[src/rtl/fir_coef_loader.sv]
// ============================================================================
// fir_coef_loader
// Serial coefficient loader with a shadow bank committed atomically to b.
// Revision: 1.0
// ============================================================================
`default_nettype none

module fir_coef_loader #(
    parameter int NB              = 13,
    parameter int ORDER           = 10,
    localparam int TOT            = (ORDER + 1) * NB
) (
    input  logic              CLK,
    input  logic              RST_n,
    input  logic              LD_START,
    input  logic              LD_VALID,
    input  logic [NB-1:0]     LD_DATA,
    output logic              LD_READY,
    input  logic              VIN,
    output logic [TOT-1:0]    b,
    output logic              BUSY,
    output logic              DONE,
    output logic              ERR
);

    localparam int IW = (ORDER > 0) ? $clog2(ORDER + 1) : 1;

    typedef enum logic [1:0] {
        S_IDLE     = 2'd0,
        S_LOAD     = 2'd1,
        S_WAIT_GAP = 2'd2
    } state_t;

    state_t          state_q, state_d;
    logic [IW-1:0]   idx_q, idx_d;
    logic            done_q, done_d;
    logic            err_q, err_d;
    logic            w_wr_en;
    logic            w_commit;
    logic [NB-1:0]   shadow_q [0:ORDER];
    logic [NB-1:0]   bank_q   [0:ORDER];

    always_comb begin
        state_d  = state_q;
        idx_d    = idx_q;
        done_d   = 1'b0;
        err_d    = 1'b0;
        w_wr_en  = 1'b0;
        w_commit = 1'b0;
        case (state_q)
            S_IDLE: begin
                if (LD_START) begin
                    state_d = S_LOAD;
                    idx_d   = '0;
                end
            end
            S_LOAD: begin
                // A restart takes priority over a word offered in the same cycle
                if (LD_START) begin
                    err_d = 1'b1;
                    idx_d = '0;
                end else if (LD_VALID) begin
                    w_wr_en = 1'b1;
                    if (idx_q == IW'(ORDER)) begin
                        state_d = S_WAIT_GAP;
                    end else begin
                        idx_d = idx_q + 1'b1;
                    end
                end
            end
            S_WAIT_GAP: begin
                if (LD_START) begin
                    err_d   = 1'b1;
                    state_d = S_LOAD;
                    idx_d   = '0;
                end else if (!VIN) begin
                    w_commit = 1'b1;
                    done_d   = 1'b1;
                    state_d  = S_IDLE;
                end
            end
            default: begin
                state_d = S_IDLE;
                idx_d   = '0;
            end
        endcase
    end

    always_ff @(posedge CLK or negedge RST_n) begin
        if (!RST_n) begin
            state_q <= S_IDLE;
            idx_q   <= '0;
            done_q  <= 1'b0;
            err_q   <= 1'b0;
        end else begin
            state_q <= state_d;
            idx_q   <= idx_d;
            done_q  <= done_d;
            err_q   <= err_d;
        end
    end

    always_ff @(posedge CLK or negedge RST_n) begin
        if (!RST_n) begin
            for (int k = 0; k <= ORDER; k++) begin
                shadow_q[k] <= '0;
                bank_q[k]   <= '0;
            end
        end else begin
            if (w_wr_en) begin
                shadow_q[idx_q] <= LD_DATA;
            end
            // Whole bank moves in one edge so the filter never sees a mix
            if (w_commit) begin
                for (int k = 0; k <= ORDER; k++) begin
                    bank_q[k] <= shadow_q[k];
                end
            end
        end
    end

    for (genvar k = 0; k <= ORDER; k++) begin : g_pack
        assign b[k*NB +: NB] = bank_q[k];
    end

    assign LD_READY = (state_q == S_LOAD);
    assign BUSY     = (state_q != S_IDLE);
    assign DONE     = done_q;
    assign ERR      = err_q;

endmodule

`default_nettype wire

[config.mk]
export PLATFORM = sky130hd
export DESIGN_NAME = fir_coef_loader
export DESIGN_NICKNAME = d
export VERILOG_FILES = /design/src/rtl/fir_coef_loader.sv
export SDC_FILE = /design/constraint.sdc
export NUM_CORES = 1
export LEC_CHECK = 0
export ABC_AREA = 1
export CORE_MARGIN = 2
export CORE_UTILIZATION = 49
export DETAILED_ROUTE_END_ITERATION = 8
export PLACE_DENSITY_LB_ADDON = 0.05
export RECOVER_POWER = 100
export SYNTH_ARGS = -nofsm -noshare
export SYNTH_HDL_FRONTEND = slang
export SYNTH_SLANG_ARGS = --single-unit
[constraint.sdc]
create_clock -name CLK -period 1.6 [get_ports CLK]
set_input_delay 0.16 -clock CLK [delete_from_list [all_inputs] [get_ports CLK]]
set_output_delay 0.16 -clock CLK [all_outputs]
set_load 0.1 [all_outputs]
# ---- Yosys cells after proc, flatten, opt, wreduce, memory -nomap -nowiden
# Cells that the tools add are included.
dict set report word_totals {
  register_bits 294
  in_bits 18
  out_inout_bits 147
  word_cells 71
}
dict set report op_classes {
  addsub 1
  n_eq_ne 11
  muxes 23
  magnitude_cmp 2
  bitwise_logic 1
  reduce_logical 7
}
# cell count
set op_table {}
lappend op_table {{bitwise mux 143 bit} 1}
lappend op_table {{demux 13 bit (select 4 bit)} 1}
lappend op_table {{two-way mux 4 bit} 4}
lappend op_table {{two-way mux 13 bit} 1}
lappend op_table {{two-way mux 2 bit} 6}
lappend op_table {{!= test 3 bit, second input constant} 3}
lappend op_table {{two-way mux 1 bit} 8}
lappend op_table {{case mux 4 bit (2 select lines)} 1}
lappend op_table {{!= test 2 bit, second input constant} 3}
lappend op_table {{case mux 2 bit (3 select lines)} 1}
lappend op_table {{>= comparator 5 bit, second input constant} 1}
lappend op_table {{less-than comparator 5 x 1 -> 1 bit, second input constant} 1}
lappend op_table {{NOT 4 -> 5 bit} 1}
lappend op_table {{AND reduction 5 bit} 1}
lappend op_table {{adder 4 x 1 -> 4 bit, second input constant} 1}
lappend op_table {{equality test 4 bit, second input constant} 1}
lappend op_table {{!= test 2 x 1 -> 1 bit, second input constant} 2}
lappend op_table {{OR reduction 2 bit} 2}
lappend op_table {{AND reduction 3 bit} 1}
lappend op_table {{equality test 2 x 1 -> 1 bit, second input constant} 1}
lappend op_table {{equality test 2 bit, second input constant} 1}
lappend op_table {{zero test 2 bit} 1}
lappend op_table {{nonzero test 2 bit} 1}
lappend op_table {{logical AND 1 bit} 1}

# ---- Longest topological paths before layout
# Gate-level depths: netlist (run 1).
dict set report logic_depth {
  ltp_word 6
  depth_mapped 10
  ltp_nobuf 10
}

# ---- Worst setup path after synthesis (run 1)
# Ideal clock, no wire load.
dict set report synth_timing {
  path_kind {register -> register}
  startpoint {register state_q[1]}
  endpoint {register shadow_q[100] (netlist name)}
  setup_slack_ps -873
  t_arrival_ps 2350
  required_ps 1477
  synth_period_minus_slack_ps 2473
  stages_incl_launch_ff 9
  path_buffers 1
  setup_ps 123
  path_cell_list {dfrtp_1 -> inv_1 -> ha_1 -> nand3_4 -> inv_4 -> nand3_4 -> buf_2 -> nand2_1 -> o21ai_1}
}
dict set report synth_between {
  elab_chain_len 2
}
# element line
set synth_lines {}
lappend synth_lines {{from (decl)} 34} ;# state_t state_q, state_d;
lappend synth_lines {{from (signal assigned)} 96} ;# state_q <= state_d;
lappend synth_lines {{equality test 2 x 1 -> 1 bit} --}
lappend synth_lines {{net LD_READY} 18} ;# output logic LD_READY,
lappend synth_lines {{two-way mux 1 bit} 50} ;# case (state_q)
lappend synth_lines {{to (signal, indexed assignment)} 106} ;# shadow_q[k] <= '0;
lappend synth_lines {{to (signal, indexed assignment)} 111} ;# shadow_q[idx_q] <= LD_DATA;
lappend synth_lines {{to (decl)} 40} ;# logic [NB-1:0] shadow_q [0:ORDER];
# The timed path passes the listed nets, and every way through them passes these cells.
# A chain may end at the register's enable or synchronous reset.

# ---- Worst setup path in the final report (run 1)
dict set report layout_timing {
  startpoint {register state_q[1]}
  endpoint {register shadow_q[57] (netlist name)}
}
dict set report layout_between {
  elab_chain_len 2
}
# element line
set layout_lines {}
lappend layout_lines {{equality test 2 x 1 -> 1 bit} 50}
lappend layout_lines {{two-way mux 1 bit} 50}
# No other way between the ends.

==> qor_table.md, run 1 <==
| Parameter | This run |
|:---|:---|
| Peak supply drop | 0.00197 V |
| Max transition margin | 0.540 |
| Setup slack after placement | -101 ps |
| Final critical-path required period | 1710 ps |
| Status | finished with violations |
| Total via count in the routed design | 8961 |
| Routed Antenna Nets | 0 |
| Post-synthesis sequential element count | 294 |
| Startpoint type of the worst setup path | flip-flop |
| Post-DP HPWL | 19.5 mm |
| TritonCTS clock tree | done |
| Post-Synthesis Mean Instance Area | 9.65 um2 |
| Setup slack of the critical path after layout | -109 ps |
| Placed Instance Area | 15200 um2 |
| Number of H-tree levels | 1 |
| Highest clock rate | 585 MHz |
| Number of antenna violations at the first check in global routing | 0 |
| Die area | 24100 um2 |
| Number of instances in the placed design | 1621 |
| Number of CTS-inserted buffers | 29 |
| Share of the yosys chip area belonging to registers | 0.655 |
| Detailed Route Iter0 Violations | 674 |
| Main combinational cell family by area after synthesis | simple AND/OR/NAND/NOR gates |
| Data arrival time of the critical path | 2170 ps |
| Setup-violating endpoint count in the final report | 147 |
| Top-Level Pins | 165 |
| Standby leakage power | 8.34 nW |
| HP Class | in2async |
| Final Wtd Congestion | 0.817 |
| Sum of negative setup slack | -5460 ps |
| Clock slew seen by the registers of the worst setup and hold paths | 60 ps |
| Number of max-cap violations | 0 |
| Final cell area excluding filler cells | 16800 um2 |
| Horiz. Die Dim | 155 um |
| Clock tree sinks | 294 |
| Setup crit end kind | flip-flop |
| Number of iterations in the first detailed-routing pass | 5 |
| Layout Area Growth over Synthesis | 49.4% |
| N_diodes | 0 |
| Share of cell area taken by muxes after synthesis | 0 |
| FP Rows | 55 |
| Syn Inst Count | 1164 |
| Path type of the worst setup path | reg2reg |
| Initial core utilization | 0.498 |
| Global-route met3 utilization | 0.0382 |
| Fraction of layout instances using a drive strength above 1 | 0.238 |
| Fraction of the mapped netlist area in simple logic gates | 0.172 |
| Area of the mapped netlist | 11200 um2 |
| Violations in the final reports | setup timing |
| Unrepaired setup endpoints after global routing | true |
| Number of warning messages in the yosys log | 0 |
| First-pass GRT wire length | 46.3 mm |
| Total Routing Usage GR | 0.247 |
| Adder and majority cell fraction of the synthesized area | 0.0100 |
| Area of the multi-input gates | 3300 um2 |
| Source-to-sink clock delay at the later pin of the worst-skew pair | 550 ps |
| Final slew viol count | 0 |
| Launch instance of the worst register-to-register path | state_q[1]$_DFFE_PN0P_ |
| Busiest layer in global routing | met2 |
| Depth of the most critical reg-to-reg path | 10 |
| Area share of xor/xnor cells in the synthesized design | 0 |
| Clock Tree Buf Depth | 3 |
| Start point of the critical path | state_q[1]$_DFFE_PN0P_ |
| Cell Count, Final, Fillers Out | 1708 |
| Final routed wire length divided by cell count | 18.9 um |
| Fillers | 1542 |
| Number of different library cells in the post-synthesis netlist | 20 |
| Flip-flop and latch area | 7360 um2 |
| Remaining DRCs | 0 |
| Endpoints failing hold | 0 |
| Final routed wirelength across all metal layers | 32.2 mm |
| Compound-cell area share of the yosys netlist | 0.101 |
| Count of nets after finishing | 1428 |
| CP Data Required Time | 2070 ps |
| Period utilization | 1.07 |
| Vias in the first global route | 8451 |
| Met1 Usage GRT | 0.367 |
| Die Height | 155 um |
| Via-to-Cell Ratio | 5.25 |
| Maximum net fanout on the critical path | 6 |
| Core area | 22600 um2 |
| Synth Net Count | 1191 |
| Power density cells | 2150 nW/um2 |
| Largest net degree at the start of global routing | 67 |
| Clock Root Buffer | sky130_fd_sc_hd__clkbuf_16 |
| Transition at the pin with the smallest max-transition slack | 691 ps |
| Number of input and output port buffers inserted | 164 |
| Met2 layer usage reported by global route | 0.382 |
| Worst clock skew | 9.43 ps |
| Residual overflow from global routing | 0 |
## cells in the mapped netlist, drive strengths merged
master	instances	area share
o21ai	226	0.10
dfrtp	294	0.66
nand3	13	0.011
clkbuf	2	0.00067
nor3	6	0.0087
nand4	2	0.0011
buf	51	0.024
nand2	443	0.15
inv	112	0.038
nor2	5	0.0019
a21oi	1	0.00045
ha	9	0.010
## routing by layer
metal	routed length, um	share of wire
met2	15200	0.47
met1	13600	0.42
met4	958	0.030
met3	2490	0.077
met5	0	0
## stage by stage
| stage | util | power, W | hold slack, ps |
|---|---|---|---|
| global route | 0.743 | 0.0372 | 250 |
| finish | 0.743 | 0.0360 | 188 |
| global placement | 0.675 | 0.0291 | 47.6 |
| CTS | 0.719 | 0.0359 | 72.1 |
| floorplan | - | 0.0216 | -136 |
| detailed placement | 0.675 | 0.0292 | 42.9 |
## kinds of logic after synthesis
| logic type | after synthesis |
|---|---|
| fa+ha+maj | 9 |
| buf+inv | 165 |
| simple gates | 469 |
| compound gates | 227 |
| flops | 294 |
## where the power goes
part | total, W | internal [W] | switching (W)
clock network | 0.00652 | 0.00375 | 0.00277
registers | 0.0110 | 0.00912 | 0.00184
logic | 0.0185 | 0.00639 | 0.0121
total | 0.0360 | 0.0193 | 0.0168
## worst max-delay path, cell delays in order, from the launching register on
cell	delay (ps)
sky130_fd_sc_hd__dfrtp_1	390
sky130_fd_sc_hd__inv_2	70
sky130_fd_sc_hd__buf_4	110
sky130_fd_sc_hd__ha_4	140
sky130_fd_sc_hd__nand3_4	90
sky130_fd_sc_hd__buf_12	160
sky130_fd_sc_hd__nor3_4	210
sky130_fd_sc_hd__buf_12	150
sky130_fd_sc_hd__clkbuf_16	140
sky130_fd_sc_hd__nand2_1	60
sky130_fd_sc_hd__o21ai_1	90
## cell usage in the layout, fill, tap and decap left out, drive strengths merged, types with 5 or more instances in the layout
cell,instances
clkdlybuf4s50,16
nand3,13
dfrtp,294
clkbuf,69
o21ai,226
nor2,5
nand2,443
nor3,6
clkinv,6
inv,112
buf,218
ha,9
## worst paths after layout
path,to,slack (ps)
min,b[73]$_DFFE_PN0P_,190
min reg2reg,b[33]$_DFFE_PN0P_,470
max reg2reg,shadow_q[57]$_DFFE_PN0P_,-110
max,shadow_q[57]$_DFFE_PN0P_,-110
max in group asynchronous,state_q[0]$_DFFE_PN0P_,160
min in group CLK,shadow_q[39]$_DFFE_PN0P_,310
## flip-flops by register name, indices dropped and copies added (netlist names)
signal    count
b           143
shadow_q    143
idx_q         4
state_q       2
DONE          1
ERR           1
## cell type report
| type | count | area share |
|---|---|---|
| Sequential cell | 294 | 0.439 |
| Multi-Input combinational cell | 705 | 0.196 |
| Timing Repair Buffer | 257 | 0.261 |
| Timing Repair inverter | 2 | 0.00104 |
| Tap cell | 285 | 0.0213 |
| Clock inverter | 6 | 0.00216 |
| Inverter | 112 | 0.0268 |
| Clock buffer | 47 | 0.0527 |
## what timing repair did
item | in CTS | in global routing
resized for setup | 12 | 34
endpoints found under the hold margin | 294 | 0
hold buffers | 1 | 0
setup endpoints to repair | 13 | 228
cloned | 0 | 20
buffers inserted | 5 | 9
pin swaps | 0 | 4
Power figures use the tool's default switching activity.
==> run 2, diff against run 1 <==
--- a/config.mk
+++ b/config.mk
@@ -9,8 +9,9 @@
 export CORE_MARGIN = 2
 export CORE_UTILIZATION = 49
 export DETAILED_ROUTE_END_ITERATION = 8
-export PLACE_DENSITY_LB_ADDON = 0.05
+export PLACE_DENSITY = 0.76
 export RECOVER_POWER = 100
 export SYNTH_ARGS = -nofsm -noshare
 export SYNTH_HDL_FRONTEND = slang
 export SYNTH_SLANG_ARGS = --single-unit
+export TNS_END_PERCENT = 50
==> run 2 against run 1 <==
The flow still finishes with violations (setup timing); die area unchanged; clock skew up 6.6 ps; routed wire length rose by 8.9%; core utilization fell by 0.39 points; global-route usage grew 2.1 points; non-clock buffer count shrank 15; flip-flop and latch count unchanged; sequential share of layout area grew 0.23 points; combinational power is essentially flat; sequential power barely moved; clock power rose by 4.3%; worst setup slack improved by 19 ps; critical endpoint is now b[100]$_DFFE_PN0P_.
==> qor_table.md, run 2 (same netlist as run 1, synthesis figures left out) <==
| Parameter | This run |
|:---|:---|
| Sum of negative setup slack | -1300 ps |
| Clock Tree Buf Depth | 3 |
| Depth of the most critical reg-to-reg path | 8 |
| Final Wtd Congestion | 0.817 |
| Number of CTS-inserted buffers | 29 |
| Top-Level Pins | 165 |
| Final routed wire length divided by cell count | 20.8 um |
| Fraction of layout instances using a drive strength above 1 | 0.253 |
| Most common cell after layout, fill and taps aside | sky130_fd_sc_hd__nand2_1 |
| FP Rows | 55 |
| Launch instance of the worst register-to-register path | state_q[0]$_DFFE_PN0P_ |
| Final cell area excluding filler cells | 16700 um2 |
| Highest-count cells in the layout ignoring fill and taps | 404 x sky130_fd_sc_hd__nand2_1, 292 x sky130_fd_sc_hd__dfrtp_1, 208 x sky130_fd_sc_hd__o21ai_1 |
| Routed Antenna Nets | 0 |
| Setup crit end kind | flip-flop |
| Initial core utilization | 0.498 |
| Source-to-sink clock delay at the later pin of the worst-skew pair | 540 ps |
| Gate family responsible for the most delay along the worst path | buffers and inverters |
| Transition at the pin with the smallest max-transition slack | 830 ps |
| Busiest layer in global routing | met2 |
| Path length in cells of the critical path | 8 |
| Maximum net fanout on the critical path | 12 |
| TritonCTS clock tree | done |
| Max transition margin | 0.447 |
| Post-DP HPWL | 20.3 mm |
| Highest clock rate | 592 MHz |
| Flop-to-flop setup slack | -90 ps |
| Start point of the critical path | state_q[0]$_DFFE_PN0P_ |
| Placed Instance Area | 15100 um2 |
| Final routed wirelength across all metal layers | 35.1 mm |
| Worst R2R End | b[100]$_DFFE_PN0P_ |
| Met2 layer usage reported by global route | 0.447 |
| Unrepaired setup endpoints after global routing | true |
| Final critical-path required period | 1690 ps |
| Count of nets after finishing | 1413 |
| Slowest-stage cell, CP | sky130_fd_sc_hd__dfrtp_2 |
| Die Height | 155 um |
| Standby leakage power | 8.31 nW |
| Number of iterations in the first detailed-routing pass | 5 |
| Total Routing Usage GR | 0.268 |
| Horiz. Die Dim | 155 um |
| Global-route met3 utilization | 0.0476 |
| Clock Root Buffer | sky130_fd_sc_hd__clkbuf_16 |
| Final slew viol count | 0 |
| Peak supply drop | 0.00211 V |
| Number of H-tree levels | 1 |
| Number of max-cap violations | 0 |
| Period utilization | 1.06 |
| Detailed Route Iter0 Violations | 928 |
| Critical path cell sequence | inv_4, ha_4, nand2_2, nor2_4, buf_12, inv_16, clkbuf_16, o21ai_1 |
| First-pass GRT wire length | 50.2 mm |
| Setup-violating endpoint count in the final report | 52 |
| Endpoints failing hold | 0 |
| Number of buffers and inverters on the critical path | 4 |
| Total via count in the routed design | 9337 |
| Data arrival time of the critical path | 2140 ps |
| CP Data Required Time | 2050 ps |
| Layout Area Growth over Synthesis | 48.6% |
| Die area | 24100 um2 |
| Worst clock skew | 16.0 ps |
| Path type of the worst setup path | reg2reg |
| Met1 Usage GRT | 0.359 |
| Power density cells | 2200 nW/um2 |
| Vias in the first global route | 9187 |
| Startpoint type of the worst setup path | flip-flop |
| Slowest cell delay on critical path | 450 ps |
| Fillers | 1358 |
| Clock tree sinks | 294 |
| Largest net degree at the start of global routing | 67 |
| Clock slew seen by the registers of the worst setup and hold paths | 70 ps |
| Residual overflow from global routing | 0 |
| Number of input and output port buffers inserted | 164 |
| Violations in the final reports | setup timing |
| Via-to-Cell Ratio | 5.52 |
| Critical Path Sink | b[100]$_DFFE_PN0P_ |
| Number of antenna violations at the first check in global routing | 2 |
| Remaining DRCs | 0 |
| Status | finished with violations |
| HP Class | in2async |
| Setup slack of the critical path after layout | -89.4 ps |
| Core area | 22600 um2 |
## run 2: changes by cell type in the layout (fill, tap and decap cells not counted), moves of 8 or more
cell and change:
sky130_fd_sc_hd__o21ai_1 -9, sky130_fd_sc_hd__buf_12 -12, sky130_fd_sc_hd__nand2_2 +25, sky130_fd_sc_hd__nand2_1 -26, sky130_fd_sc_hd__o21ai_2 +8
## run 2: timing repair
item                       in CTS  in global routing
setup endpoints to repair     136                257
resized for setup              14                 80
cloned                          3                 14
buffers inserted                6                  2
pin swaps                       1                  3
hold buffers                    1                  0
hold endpoints to repair      178                  0
## run 2: layer usage
metal	vias up	routed length [um]	share of wire
li1	4105	-	-
met4	0	1510	0.043
met1	4615	13100	0.37
met5	-	0	0
met3	113	3090	0.088
met2	504	17400	0.49
## run 2: layout make-up
| type | instances | area [um2] | area share |
|---|---|---|---|
| multi-input cells | 705 | 3400 | 0.204 |
| flip-flops and latches | 294 | 7360 | 0.441 |
| diodes | 2 | 5.00 | 0.000300 |
| well taps | 285 | 357 | 0.0214 |
| inverters | 112 | 447 | 0.0268 |
| clock buffers | 44 | 852 | 0.0511 |
| clock inverters | 6 | 82.6 | 0.00495 |
| repair buffers | 242 | 4160 | 0.249 |
| repair inverters | 2 | 17.5 | 0.00105 |
## run 2: through the flow
stage | hold WS, ps | setup WS (ps) | std cells | util | power (W)
after floorplan | -136 | -184 | 1164 | - | 0.0216
after global placement | 131 | 10.8 | 1614 | 0.668 | 0.0290
after detailed placement | 134 | -67.9 | 1614 | 0.668 | 0.0293
after CTS | 184 | -27.9 | 1674 | 0.716 | 0.0363
after global routing | 353 | -129 | 1690 | 0.739 | 0.0378
final | 281 | -89.4 | 1692 | 0.739 | 0.0368
## run 2: power breakdown
group	leakage (nW)	switching, W	internal [W]
sequential	3.49	0.00202	0.00912
combinational	4.35	0.0124	0.00640
clock	0.457	0.00284	0.00396
## run 2: worst min path at each step
stage	depth (start not counted)	start	to
2_1_floorplan	0	RST_n	DONE$_DFF_PN0_
3_3_place_gp	1	RST_n	b[28]$_DFFE_PN0P_
3_5_place_dp	1	RST_n	b[27]$_DFFE_PN0P_
4_1_cts	2	RST_n	b[27]$_DFFE_PN0P_
5_1_grt	2	RST_n	b[75]$_DFFE_PN0P_
6_report	2	RST_n	b[27]$_DFFE_PN0P_
==> run 3, diff against run 2 <==
--- a/config.mk
+++ b/config.mk
@@ -6,8 +6,8 @@
 export NUM_CORES = 1
 export LEC_CHECK = 0
 export ABC_AREA = 1
-export CORE_MARGIN = 2
 export CORE_UTILIZATION = 49
+export CTS_CLUSTER_SIZE = 25
 export DETAILED_ROUTE_END_ITERATION = 8
 export PLACE_DENSITY = 0.76
 export RECOVER_POWER = 100
==> run 3 against run 2 <==
The flow still finishes with violations (setup timing); register-to-register slack better by 70 ps; clock power fell by 1%; final area down 12%; first-iteration DRC count shrank 16%; count of clock-buffer cells in the layout fell by 1; core utilization decreased by 8.9 points; worst setup slack better by 27 ps; non-clock buffer count down 3; sequential power shrank 6%; maximum frequency rose by 1.6%; critical path depth down 4; sequential share of layout area increased by 6.0 points.
==> qor_table.md, run 3 (same netlist as run 1, synthesis figures left out) <==
| Parameter | This run |
|:---|:---|
| Power density cells | 2210 nW/um2 |
| Layout Area Growth over Synthesis | 30.7% |
| Total via count in the routed design | 9250 |
| Residual overflow from global routing | 0 |
| CP Data Required Time | 1440 ps |
| Post-DP HPWL | 19.7 mm |
| Launch instance of the worst register-to-register path | state_q[1]$_DFFE_PN0P_ |
| Status | finished with violations |
| Flop-to-flop setup slack | -20 ps |
| Final routed wire length divided by cell count | 20.1 um |
| FP Rows | 55 |
| Clock Root Buffer | sky130_fd_sc_hd__clkbuf_16 |
| HP Class | in2async |
| Source-to-sink clock delay at the later pin of the worst-skew pair | 540 ps |
| Final routed wirelength across all metal layers | 34.0 mm |
| Final critical-path required period | 1660 ps |
| Violations in the final reports | setup timing |
| Transition at the pin with the smallest max-transition slack | 1120 ps |
| Number of max-cap violations | 0 |
| Clock Tree Buf Depth | 3 |
| Data arrival time of the critical path | 1500 ps |
| Vias in the first global route | 8879 |
| Detailed Route Iter0 Violations | 778 |
| Peak supply drop | 0.00172 V |
| Number of antenna violations at the first check in global routing | 2 |
| Initial core utilization | 0.498 |
| Period utilization | 1.04 |
| Start point of the critical path | state_q[0]$_DFFE_PN0P_ |
| Via-to-Cell Ratio | 5.47 |
| TritonCTS clock tree | done |
| Number of H-tree levels | 1 |
| Final cell area excluding filler cells | 14700 um2 |
| Standby leakage power | 7.68 nW |
| Fraction of layout instances using a drive strength above 1 | 0.245 |
| Number of input and output port buffers inserted | 164 |
| Die area | 23500 um2 |
| Final Wtd Congestion | 0.781 |
| Maximum net fanout on the critical path | 2 |
| Total Routing Usage GR | 0.264 |
| Largest net degree at the start of global routing | 64 |
| Endpoints failing hold | 0 |
| Remaining DRCs | 0 |
| Unrepaired setup endpoints after global routing | true |
| Startpoint type of the worst setup path | flip-flop |
| Final slew viol count | 0 |
| Setup slack of the critical path after layout | -62.8 ps |
| Placed Instance Area | 15100 um2 |
| Horiz. Die Dim | 153 um |
| Die Height | 153 um |
| Clock slew seen by the registers of the worst setup and hold paths | 70 ps |
| Tot Pwr | 0.0325 W |
| Routed Antenna Nets | 0 |
| Core area | 22600 um2 |
| Worst clock skew | 10.0 ps |
| Path type of the worst setup path | reg2out |
| Clock tree sinks | 294 |
| Number of iterations in the first detailed-routing pass | 6 |
| Count of nets after finishing | 1411 |
| Setup slack after placement | -45.9 ps |
| Setup crit end kind | primary output |
| Highest clock rate | 601 MHz |
| Setup-violating endpoint count in the final report | 4 |
| Max transition margin | 0.256 |
| Top-Level Pins | 165 |
| Most common cell after layout, fill and taps aside | sky130_fd_sc_hd__nand2_1 |
| First-pass GRT wire length | 48.0 mm |
| Number of CTS-inserted buffers | 29 |
| Highest-count cells in the layout ignoring fill and taps | 414 x sky130_fd_sc_hd__nand2_1, 294 x sky130_fd_sc_hd__dfrtp_1, 208 x sky130_fd_sc_hd__o21ai_1 |
[run 3: cell types whose count changed in the layout (fill, tap and decap cells not counted), moves of 3 or more]
cell,change
sky130_fd_sc_hd__clkinv_2,+3
sky130_fd_sc_hd__clkbuf_4,+115
sky130_fd_sc_hd__buf_6,+5
sky130_fd_sc_hd__buf_2,+25
sky130_fd_sc_hd__buf_12,-148
sky130_fd_sc_hd__nand2_2,-9
sky130_fd_sc_hd__buf_8,+3
sky130_fd_sc_hd__nand2_1,+10
[run 3: path summary, 6_finish.rpt]
kind                                        endpoint  cells after the start
hold / removal             shadow_q[109]$_DFFE_PN0P_                      2
max in group asynchronous          b[20]$_DFFE_PN0P_                      3
hold reg to reg                    b[43]$_DFFE_PN0P_                      2
min in group CLK            shadow_q[38]$_DFFE_PN0P_                      4
setup / recovery                            LD_READY                      4
setup reg to reg                   b[71]$_DFFE_PN0P_                      9
[run 3: area by class of cell]
cell class                 instances  area [um2]
clock buffer                      43         858
multi-input combinational        705        3360
tap                              285         357
sequential                       294        7360
clock inverter                     9        76.3
inverter                         112         430
timing repair inverter             3        42.5
fill                            1638        7890
antenna                            1        2.50
timing repair buffer             239        2190
[run 3: worst max-delay path, stage by stage (launching register included)]
cell	delay, ps
sky130_fd_sc_hd__dfrtp_1	400
sky130_fd_sc_hd__buf_6	130
sky130_fd_sc_hd__ha_4	160
sky130_fd_sc_hd__buf_6	120
sky130_fd_sc_hd__buf_12	150
[run 3: per-layer routing]
metal / wire, um / part of all wire / GRT usage / vias to the layer above
met1: 13100 / 0.38 / 0.350 / 4544
met4: 1150 / 0.034 / 0.110 / 2
met5: 11 / 0.00032 / 0 / -
met3: 3190 / 0.094 / 0.0544 / 89
met2: 16500 / 0.49 / 0.424 / 514
li1: - / - / - / 4101
[run 3: where the power goes]
group | switching (W) | internal [W]
Clock | 0.00286 | 0.00386
Combinational | 0.0124 | 0.00297
Sequential | 0.00124 | 0.00912
[run 3: per-stage QoR]
stage | TNS (ps) | cells | util | hold WS (ps)
final | -95.0 | 1691 | 0.650 | 379
after global routing | -5270 | 1690 | 0.650 | 376
after CTS | -193 | 1666 | 0.710 | 116
after detailed placement | -368 | 1610 | 0.667 | 76.6
after global placement | 0 | 1610 | 0.667 | 76.5
after floorplan | -20380 | 1164 | - | -136
[run 3: timing repair]
action,4_1_cts,5_1_grt
resized for setup,4,75
cloned,0,17
endpoints found under the hold margin,294,0
pin swaps,0,4
setup endpoints to repair,17,181
setup buffers,3,7
hold buffers,1,0
